==> src/rtl/color_sense_frontend.sv <==
`timescale 1ns/1ps
// -----------------------------------------------------------------------------
// color_sense_frontend
//
// Front end for a TCS3200-class colour sensor, feeding led_logic.
// The block steps the sensor filter through R, G and B. For each filter it
// waits a settle window and then counts sensor_out rising edges over a fixed
// gate window. At the end of the frame it picks the dominant channel, passes
// the result through a debounce, and publishes the debounced colour.
//
// Ports
//   clk_1MHz   in   system clock
//   rst        in   synchronous active-high reset; has priority over en
//   en         in   1 = run frames back to back, 0 = abort the frame and idle
//   sensor_out in   asynchronous sensor frequency output
//   s2, s3     out  filter select; {s2,s3}: R=00, G=11, B=01, 00 when idle
//   color      out  debounced colour: 0 none, 1 red, 2 green, 3 blue
//   frame_done out  1-cycle pulse at the end of every completed frame
//   dbg_state  out  current FSM state (IDLE=0, SETTLE=1, COUNT=2, DECIDE=3)
//
// Output protocol: frame_done is a valid-only strobe with no ready. It is
// high for exactly one cycle, the DECIDE cycle, and color already carries
// that frame's debounced result in the same cycle. color is a held register
// and changes only in a cycle where frame_done is high. A sink that misses
// the strobe can still read the held colour at any time.
// -----------------------------------------------------------------------------
module color_sense_frontend #(
  parameter int GATE_CYCLES   = 10000,
  parameter int SETTLE_CYCLES = 100,
  parameter int CNT_W         = 16,
  parameter int MIN_COUNT     = 50,
  parameter int STABLE_N      = 3
) (
  input  logic       clk_1MHz,
  input  logic       rst,
  input  logic       en,
  input  logic       sensor_out,
  output logic       s2,
  output logic       s3,
  output logic [1:0] color,
  output logic       frame_done,
  output logic [1:0] dbg_state
);

  localparam int TMR_MAX = (GATE_CYCLES > SETTLE_CYCLES) ? GATE_CYCLES : SETTLE_CYCLES;
  localparam int TMR_W   = $clog2(TMR_MAX + 1);
  localparam int STB_W   = $clog2(STABLE_N + 1);

  localparam logic [TMR_W-1:0] SETTLE_LAST = TMR_W'(SETTLE_CYCLES - 1);
  localparam logic [TMR_W-1:0] GATE_LAST   = TMR_W'(GATE_CYCLES - 1);
  localparam logic [TMR_W-1:0] TMR_ONE     = TMR_W'(1);
  localparam logic [CNT_W-1:0] CNT_ALL1    = {CNT_W{1'b1}};
  localparam logic [CNT_W-1:0] CNT_ONE     = CNT_W'(1);
  localparam logic [CNT_W-1:0] MIN_C       = CNT_W'(MIN_COUNT);
  localparam logic [STB_W-1:0] STB_FULL    = STB_W'(STABLE_N);
  localparam logic [STB_W-1:0] STB_ONE     = STB_W'(1);

  localparam logic [1:0] CH_R = 2'd0;
  localparam logic [1:0] CH_G = 2'd1;
  localparam logic [1:0] CH_B = 2'd2;

  typedef enum logic [1:0] {
    ST_IDLE   = 2'd0,
    ST_SETTLE = 2'd1,
    ST_COUNT  = 2'd2,
    ST_DECIDE = 2'd3
  } state_t;

  // ---------------------------------------------------------------------------
  // Input path: two-flop synchroniser, a delayed copy for edge detection, and a
  // registered rising-edge pulse. The counters only ever see edge_q.
  // ---------------------------------------------------------------------------
  logic sync1_q, sync1_d;
  logic sync2_q, sync2_d;
  logic sync3_q, sync3_d;
  logic edge_q,  edge_d;

  always_comb begin
    sync1_d = sensor_out;
    sync2_d = sync1_q;
    sync3_d = sync2_q;
    edge_d  = sync2_q & ~sync3_q;
  end

  // ---------------------------------------------------------------------------
  // Frame FSM, gate timer and channel counters
  // ---------------------------------------------------------------------------
  state_t           state_q, state_d;
  logic [1:0]       chan_q, chan_d;
  logic [TMR_W-1:0] tmr_q, tmr_d;
  logic [CNT_W-1:0] cnt_r_q, cnt_r_d;
  logic [CNT_W-1:0] cnt_g_q, cnt_g_d;
  logic [CNT_W-1:0] cnt_b_q, cnt_b_d;
  logic [1:0]       sel_q, sel_d;
  logic             decide_now;

  function automatic logic [CNT_W-1:0] sat_inc(input logic [CNT_W-1:0] v);
    return (v == CNT_ALL1) ? v : v + CNT_ONE;
  endfunction

  always_comb begin
    state_d    = state_q;
    chan_d     = chan_q;
    tmr_d      = tmr_q;
    cnt_r_d    = cnt_r_q;
    cnt_g_d    = cnt_g_q;
    cnt_b_d    = cnt_b_q;
    decide_now = 1'b0;

    unique case (state_q)
      ST_IDLE: begin
        if (en) begin
          state_d = ST_SETTLE;
          chan_d  = CH_R;
          tmr_d   = '0;
          cnt_r_d = '0;
        end
      end

      ST_SETTLE: begin
        // Edges arriving while the filter settles are ignored.
        if (!en) begin
          state_d = ST_IDLE;
        end else if (tmr_q == SETTLE_LAST) begin
          state_d = ST_COUNT;
          tmr_d   = '0;
        end else begin
          tmr_d = tmr_q + TMR_ONE;
        end
      end

      ST_COUNT: begin
        if (edge_q) begin
          case (chan_q)
            CH_R:    cnt_r_d = sat_inc(cnt_r_q);
            CH_G:    cnt_g_d = sat_inc(cnt_g_q);
            default: cnt_b_d = sat_inc(cnt_b_q);
          endcase
        end
        if (!en) begin
          state_d = ST_IDLE;
        end else if (tmr_q == GATE_LAST) begin
          tmr_d = '0;
          if (chan_q == CH_B) begin
            // The decision is taken on this edge, using the blue count that
            // includes the final gate cycle. The result is therefore already
            // registered in the DECIDE cycle, which is when frame_done is high.
            state_d    = ST_DECIDE;
            decide_now = 1'b1;
          end else begin
            state_d = ST_SETTLE;
            if (chan_q == CH_R) begin
              chan_d  = CH_G;
              cnt_g_d = '0;
            end else begin
              chan_d  = CH_B;
              cnt_b_d = '0;
            end
          end
        end else begin
          tmr_d = tmr_q + TMR_ONE;
        end
      end

      ST_DECIDE: begin
        if (en) begin
          state_d = ST_SETTLE;
          chan_d  = CH_R;
          tmr_d   = '0;
          cnt_r_d = '0;
        end else begin
          state_d = ST_IDLE;
        end
      end

      default: state_d = ST_IDLE;
    endcase
  end

  // The filter select is registered from the next state, so it changes on the
  // same edge that enters SETTLE and has no glitches toward the sensor.
  always_comb begin
    sel_d = 2'b00;
    if (state_d == ST_SETTLE || state_d == ST_COUNT) begin
      case (chan_d)
        CH_G:    sel_d = 2'b11;
        CH_B:    sel_d = 2'b01;
        default: sel_d = 2'b00;
      endcase
    end
  end

  // ---------------------------------------------------------------------------
  // Classification and debounce
  // ---------------------------------------------------------------------------
  logic [1:0]       cand;
  logic [1:0]       last_cand_q, last_cand_d;
  logic [STB_W-1:0] stable_q, stable_d;
  logic [1:0]       color_q, color_d;
  logic             frame_done_q, frame_done_d;

  // Any tie for the maximum, or a winner below MIN_COUNT, means "no colour".
  always_comb begin
    cand = 2'd0;
    if (cnt_r_d > cnt_g_d && cnt_r_d > cnt_b_d && cnt_r_d >= MIN_C) begin
      cand = 2'd1;
    end else if (cnt_g_d > cnt_r_d && cnt_g_d > cnt_b_d && cnt_g_d >= MIN_C) begin
      cand = 2'd2;
    end else if (cnt_b_d > cnt_r_d && cnt_b_d > cnt_g_d && cnt_b_d >= MIN_C) begin
      cand = 2'd3;
    end
  end

  always_comb begin
    last_cand_d  = last_cand_q;
    stable_d     = stable_q;
    color_d      = color_q;
    frame_done_d = decide_now;
    if (decide_now) begin
      if (cand == last_cand_q) begin
        stable_d = (stable_q == STB_FULL) ? stable_q : stable_q + STB_ONE;
      end else begin
        stable_d    = STB_ONE;
        last_cand_d = cand;
      end
      if (stable_d == STB_FULL) begin
        color_d = cand;
      end
    end
  end

  // ---------------------------------------------------------------------------
  // State registers
  // ---------------------------------------------------------------------------
  always_ff @(posedge clk_1MHz) begin
    if (rst) begin
      sync1_q      <= 1'b0;
      sync2_q      <= 1'b0;
      sync3_q      <= 1'b0;
      edge_q       <= 1'b0;
      state_q      <= ST_IDLE;
      chan_q       <= CH_R;
      tmr_q        <= '0;
      cnt_r_q      <= '0;
      cnt_g_q      <= '0;
      cnt_b_q      <= '0;
      sel_q        <= 2'b00;
      last_cand_q  <= 2'd0;
      stable_q     <= '0;
      color_q      <= 2'd0;
      frame_done_q <= 1'b0;
    end else begin
      sync1_q      <= sync1_d;
      sync2_q      <= sync2_d;
      sync3_q      <= sync3_d;
      edge_q       <= edge_d;
      state_q      <= state_d;
      chan_q       <= chan_d;
      tmr_q        <= tmr_d;
      cnt_r_q      <= cnt_r_d;
      cnt_g_q      <= cnt_g_d;
      cnt_b_q      <= cnt_b_d;
      sel_q        <= sel_d;
      last_cand_q  <= last_cand_d;
      stable_q     <= stable_d;
      color_q      <= color_d;
      frame_done_q <= frame_done_d;
    end
  end

  assign s2         = sel_q[1];
  assign s3         = sel_q[0];
  assign color      = color_q;
  assign frame_done = frame_done_q;
  assign dbg_state  = state_q;

endmodule

==> config.mk <==
export PLATFORM = sky130hd
export DESIGN_NAME = color_sense_frontend
export DESIGN_NICKNAME = d
export VERILOG_FILES = /design/src/rtl/color_sense_frontend.sv
export SDC_FILE = /design/constraint.sdc
export NUM_CORES = 1
export LEC_CHECK = 0
export CELL_PAD_IN_SITES_DETAIL_PLACEMENT = 1
export CELL_PAD_IN_SITES_GLOBAL_PLACEMENT = 1
export CORE_ASPECT_RATIO = 0.6
export CORE_MARGIN = 5
export CORE_UTILIZATION = 30
export CTS_CLUSTER_SIZE = 25
export DETAILED_ROUTE_END_ITERATION = 8
export PLACE_DENSITY = 0.67
export SYNTH_ARGS = -nofsm -noshare
export SYNTH_HDL_FRONTEND = slang
export SYNTH_SLANG_ARGS = --single-unit
==> constraint.sdc <==
create_clock -name clk_1MHz -period 4.3 [get_ports clk_1MHz]
set_input_delay 0.86 -clock clk_1MHz [delete_from_list [all_inputs] [get_ports clk_1MHz]]
set_output_delay 0.86 -clock clk_1MHz [all_outputs]
set_load 0.05 [all_outputs]
==> impl_metrics.tcl, run 1 <==
set metrics [dict create \
    ys.flop_type "dfxtp_1" \
    postLayoutCoreUtil_pct 41.8 \
    fp.dieH_um 119 \
    critPathLaunchType "flip-flop" \
    wl_per_cell_um 20.9 \
    yosys.area.top_type "dfxtp_1" \
    grt_usage_pct 20.3 \
    p_switching_mw 0.439 \
    p_total_mw 1.62 \
    first_global_vias 6293 \
    postSynth.asyncResetShare_pct 0 \
    clockBufferDepth 2 \
    startpoint "tmr_q[1]" \
    synth_simple_gate_area_share_pct 32.4 \
    drc 0 \
    grt_max_degree 56 \
    crit_fanout 7 \
    initial_core_util_pct 30.2 \
    layout.cells.non_filler 1178 \
    p_seq_share_pct 45.6 \
    antenna_found_initial 0 \
    leakagePower_nw 3.36 \
    cts_buffers 9 \
    ir_worst_vdd_uv 177 \
    synth-xor-area-share_pct 3.81 \
    violations "negative setup slack" \
    worst_setup_path_end_kind "flip-flop" \
    yosysWarnings 0 \
    ant_nets 0 \
    core_area_um2 19800 \
    dieArea_um2 22900 \
    grt_pass1_wl_um 36400 \
    fin_nets 961 \
    switching_share_pct 27.1 \
    hold_viol 0 \
    io_pins 11 \
    drtPass1Iterations 7 \
    dp_slack_ns -0.508 \
    min_path_type "flip-flop to flip-flop" \
    ys_seq_area_share_pct 26.5 \
    outcome "finished with violations" \
    r2r-start "tmr_q[1]" \
    synth_enable_flop_cells 0 \
    port_buffers 10 \
    synth_area_leaders "dfxtp_1 (26%), ha_1 (12%), nor2_1 (6.5%)" \
    finalWirelength_um 24600 \
    die_w_um 192 \
    h-tree-depth 3 \
    clk_pin_slew_worst_paths_ns 0.07 \
    placed_cells 1151 \
    clk_latency_ns 0.36 \
    hold_slack_ns 0.386 \
    clock_sinks 79 \
    cell_internal_pwr_mw 1.18 \
    fin_crit_ns 4.49 \
    grt_overflow_total 0 \
    clk_root_buffer_cell "clkbuf_16" \
    synth_cells 763 \
    critical_path_class "flip-flop to flip-flop" \
    rows 40 \
    avgViaCountPerCell 5.63 \
    finalSetupViolations 6 \
    drv_cap 0 \
    synth_compound_area_share_pct 19.1 \
    synth_nets 824 \
    cp.arrival_ns 4.70 \
    synth_cell_types 87 \
    drive_above_1_share_pct 30.8 \
    slew_violations 0 \
    yosys-top-cells-count "nor2_1 (104), dfxtp_1 (79), nand2_1 (59)" \
    diodes 0 \
    tightest_slew_ns 0.771 \
    tritoncts "built" \
    syn_area_um2 5980 \
    powerDensity_nw_per_um2 196 \
    layout_setup_ws_ns -0.186 \
    syn_area_per_cell_um2 7.83 \
    gp_congestion 0.962 \
    ctsHoldBuffers 0 \
    synth_fa_ha_area_share_pct 11.9 \
    drt_iter0_markers 480 \
    post-route-period-util_pct 104 \
    power_frac_clock_pct 48.5 \
    comb_power_share_pct 5.9 \
    synth.mux.area_fraction_pct 1.17 \
    synth.most_common_cell "nor2_1" \
    rsz0062_at_grt "true" \
    clock_skew_ns 0.00816 \
    max_freq_mhz 223 \
    worstPathRequired_ns 4.51 \
    synth-seq-cells 79 \
    area_growth_pct 38.5 \
    num_vias 6637 \
    slew_headroom_pct 48.0 \
    min_from "sync3_q" \
    synth_top_family_by_area "simple AND/OR/NAND/NOR gates" \
    hpwl_um 18300 \
    synth_top_area_share_pct 26.5 \
]
-- worst max-delay path, stage by stage, from the launching register on --
cell      delay [ns]
dfxtp_2         0.36
ha_4            0.15
or4b_4          0.50
buf_6           0.15
nor4_4          0.26
buf_4           0.18
and3_4          0.29
buf_8           0.17
nor2_2          0.07
ha_1            0.31
nand2_1         0.09
or4_4           0.50
o211ai_1        0.35
a41oi_1         0.12
nand2_1         0.15
or3_1           0.14
nand4_1         0.17
a211oi_2        0.26
a211oi_1        0.10
-- area by class of cell --
class                      count  area, µm²
tap                          273        342
clock buffer                   9        225
timing repair buffer         163       1320
multi-input combinational    611       4600
inverter                      36        135
sequential                    79       1590
clock inverter                 7       72.6
fill                        2390      11500
-- sequential cells by signal, indices dropped and copies added, names as in the netlist --
name / flops
cnt_g_q: 16
color: 2
chan_q: 2
cnt_r_q: 16
frame_done: 1
tmr_q: 14
last_cand_q: 2
cnt_b_q: 16
edge_q: 1
dbg_state: 2
sel_q: 2
stable_q: 2
sync2_q: 1
sync3_q: 1
sync1_q: 1
-- placed cells by master, fill, tap and decap left out, drive strengths merged, types with 7 or more instances in the layout --
master	count
a211oi	8
a21o	12
a21oi	34
a31oi	11
a41oi	9
and3	12
and4	13
buf	153
clkbuf	10
clkdlybuf4s50	9
dfxtp	79
ha	57
inv	41
mux2i	7
nand2	60
nand3	27
nand4	34
nor2	105
nor2b	10
nor3	26
nor4	21
o21ai	38
or3	10
xnor2	10
xor2	16
-- final timing paths --
path / slack (ns) / to / depth (start not counted)
min: 0.39 / edge_q / 1
max reg2reg: -0.19 / stable_q[0] / 18
min reg2reg: 0.39 / edge_q / 1
max: -0.19 / stable_q[0] / 18
-- layer usage --
metal / track usage [%] / wire [µm]
met1: 33.3 / 12900
met2: 25.5 / 9750
met3: 5.62 / 1710
met4: 3.52 / 303
met5: 0 / 0
-- cells by family after synthesis --
family                   count (synthesis)
buffers and inverters                   73
AO/OA/AOI/OAI                          164
XOR/XNOR                                26
multiplexers                             7
adder cells (fa/ha/maj)                 57
AND/OR/NAND/NOR                        357
flip-flops                              79
-- power groups by stage --
stage	logic [mW]	clock network (mW)	registers, mW
2_1_floorplan	0.0502	0	0.758
3_3_place_gp	0.0898	0	0.754
3_5_place_dp	0.0909	0	0.754
4_1_cts	0.0935	0.800	0.737
5_1_grt	0.103	0.835	0.738
6_report	0.0962	0.785	0.738
-- repair_timing --
item                                    4_1_cts  5_1_grt
gates resized for setup                      24       89
cloned                                        0        1
setup buffers                                 3        9
pin swaps                                    11       47
endpoints found under the setup margin        4        6
-- per-stage QoR --
step | setup TNS (ns) | instance area (µm²)
global route | -1.56 | 8280
global placement | -1.51 | 7340
CTS | -0.0135 | 7770
detailed placement | -2.36 | 7340
finish | -0.727 | 8280
floorplan | 0 | 6000
(Power assumes the default switching activity.)
==> run 2: changes to the inputs <==
Settings changed: RECOVER_POWER from default to 50.
==> results of run 2 <==
The final DEF is identical to that of run 1; final timing and power are the same.
==> run 3: changes to the inputs <==
Settings changed: SKIP_LAST_GASP from default to 1.
==> run 3 against run 2 <==
The flow still finishes with violations (negative setup slack); cell count barely moved; register-to-register slack improved by 0.02 ns; setup slack improved by 0.025 ns; clock-buffer cell count did not move; sequential share of layout area barely moved; global-route usage barely moved; wire length fell by 0.21%; sequential cell count did not move; critical path depth rose by 2; largest cell class unchanged; largest power group unchanged.
==> impl_metrics.tcl, run 3 (synthesis gave the netlist of run 1 again) <==
set metrics [dict create \
    layout_setup_ws_ns -0.161 \
    area_growth_pct 38.5 \
    ant_nets 0 \
    finalWirelength_um 24600 \
    layout_common_cells "buf_4 (146), nor2_1 (92), dfxtp_1 (74), nand2_1 (53), ha_1 (44)" \
    clock_skew_ns 0.00849 \
    port_buffers 10 \
    finalSetupViolations 6 \
    slew_violations 0 \
    num_vias 6670 \
    hpwl_um 18300 \
    clk_latency_ns 0.36 \
    core_area_um2 19800 \
    fin_crit_ns 4.46 \
    leakagePower_nw 3.35 \
    tritoncts "built" \
    drive_above_1_share_pct 30.8 \
    drc 0 \
    hold_viol 0 \
    critPathLaunchType "flip-flop" \
    gp_congestion 0.962 \
    tightest_slew_ns 0.714 \
    met1_length_um 12900 \
    wl_per_cell_um 20.9 \
    critical_path.endpoint "color[0]" \
    reg.largest.list "cnt_b_q: 16 flops, cnt_g_q: 16 flops, cnt_r_q: 16 flops" \
    rr_worst_depth 20 \
    die_w_um 192 \
    slew_headroom_pct 51.9 \
    hold_slack_ns 0.385 \
    worst_setup_path_end_kind "flip-flop" \
    initial_core_util_pct 30.2 \
    rsz0062_at_grt "true" \
    outcome "finished with violations" \
    dieArea_um2 22900 \
    clock_sinks 79 \
    clk_root_buffer_cell "clkbuf_16" \
    clk_pin_slew_worst_paths_ns 0.07 \
    fin_nets 962 \
    startpoint "tmr_q[1]" \
    ir_worst_vdd_uv 177 \
    min_path_type "flip-flop to flip-flop" \
    crit_fanout 6 \
    setup-tns-final_ns -0.546 \
    r2r_end "color[0]" \
    drt_iter0_markers 527 \
    worstPathRequired_ns 4.58 \
    grt_pass1_wl_um 36400 \
    avgViaCountPerCell 5.66 \
    grt_max_degree 56 \
    cp.arrival_ns 4.74 \
    io_pins 11 \
    fill_cells 2407 \
    grt_overflow_total 0 \
    diodes 0 \
    fp.dieH_um 119 \
    rows 40 \
    first_global_vias 6293 \
    drtPass1Iterations 5 \
    post-route-period-util_pct 104 \
    drv_cap 0 \
    cts_buffers 9 \
    antenna_found_initial 0 \
    critical_path_class "flip-flop to flip-flop" \
    h-tree-depth 3 \
    clockBufferDepth 2 \
    max_freq_mhz 224 \
    highest_layer "met4" \
    powerDensity_nw_per_um2 195 \
    r2r-start "tmr_q[1]" \
    violations "negative setup slack" \
    wl_met2_um 9560 \
    r2r_slack_ns -0.16 \
    grt_usage_pct 20.3 \
    final_common_cell "buf_4" \
    routed-wl-met3_um 1730 \
]
[run 3: cell types whose count changed in the layout (fill, tap and decap cells not counted)]
cell      previous run  this run
xor2_2               1         2
xor2_1              15        14
o21bai_4             1         0
buf_4              145       146
o21bai_2             0         1
nor3b_2              2         1
o21ai_1              2         3
o21ai_2              3         2
nor3b_1              1         2
[run 3: worst min-delay path by stage]
stage	startpoint	to	slack, ns	depth (start not counted)
5_1_grt	sync3_q	edge_q	0.40	1
6_report	sync3_q	edge_q	0.38	1
3_5_place_dp	sync3_q	edge_q	0.38	1
4_1_cts	sync3_q	edge_q	0.39	1
2_1_floorplan	sync3_q	edge_q	0.37	1
3_3_place_gp	sync3_q	edge_q	0.37	1
[run 3: report_power, final]
part | switching [mW] | internal, mW | leakage, nW
sequential | 0.00232 | 0.735 | 0.639
combinational | 0.0613 | 0.0334 | 2.57
clock | 0.375 | 0.411 | 0.144
total | 0.438 | 1.18 | 3.35
[run 3: metrics by stage]
| stage | util (%) | setup WS [ns] | std cells | area (µm²) | total power [mW] |
|---|---|---|---|---|---|
| CTS | 39.2 | -0.0201 | 1170 | 7760 | 1.63 |
| detailed placement | 37.0 | -0.508 | 1151 | 7340 | 0.845 |
| finish | 41.8 | -0.161 | 1179 | 8280 | 1.62 |
| floorplan | - | 0.00637 | 763 | 6000 | 0.808 |
| global placement | 37.0 | -0.358 | 1151 | 7340 | 0.843 |
| global route | 41.8 | -0.332 | 1179 | 8280 | 1.67 |
[run 3: cell type report]
type	instances	area, µm²	share of cell area (%)
clock buffers	9	225	2.72
clock inverters	7	72.6	0.877
inverters	36	135	1.63
multi-input cells	611	4590	55.4
flip-flops and latches	79	1590	19.2
well taps	273	342	4.13
repair buffers	164	1330	16.0
[run 3: timing repair]
action	4_1_cts	5_1_grt
setup endpoints to repair	4	6
hold buffers	0	0
setup buffers	3	10
gates resized for setup	23	88
hold endpoints to repair	0	0
cloned	0	1
pin swaps	10	45
[run 3: worst max-delay path, stage by stage, from the launching register on]
cell and delay (ns):
dfxtp_2 0.36, ha_4 0.15, or4b_4 0.49, nor4_4 0.32, and2_4 0.21, nand3_4 0.10
buf_12 0.17, nand2_1 0.06, nor2_1 0.04, a21oi_2 0.15, buf_4 0.16, ha_1 0.25
a21oi_2 0.17, o21a_1 0.17, o211ai_1 0.17, a41oi_1 0.28, nand2_1 0.14, or3_1 0.38
and4_4 0.19, o2111a_1 0.24, a211oi_2 0.14
[run 3: layer usage]
layer / vias up / global-route usage [%]
li1: 3118 / -
met1: 3298 / 33.3
met2: 225 / 25.5
met3: 29 / 5.62
met4: 0 / 3.52
met5: - / 0
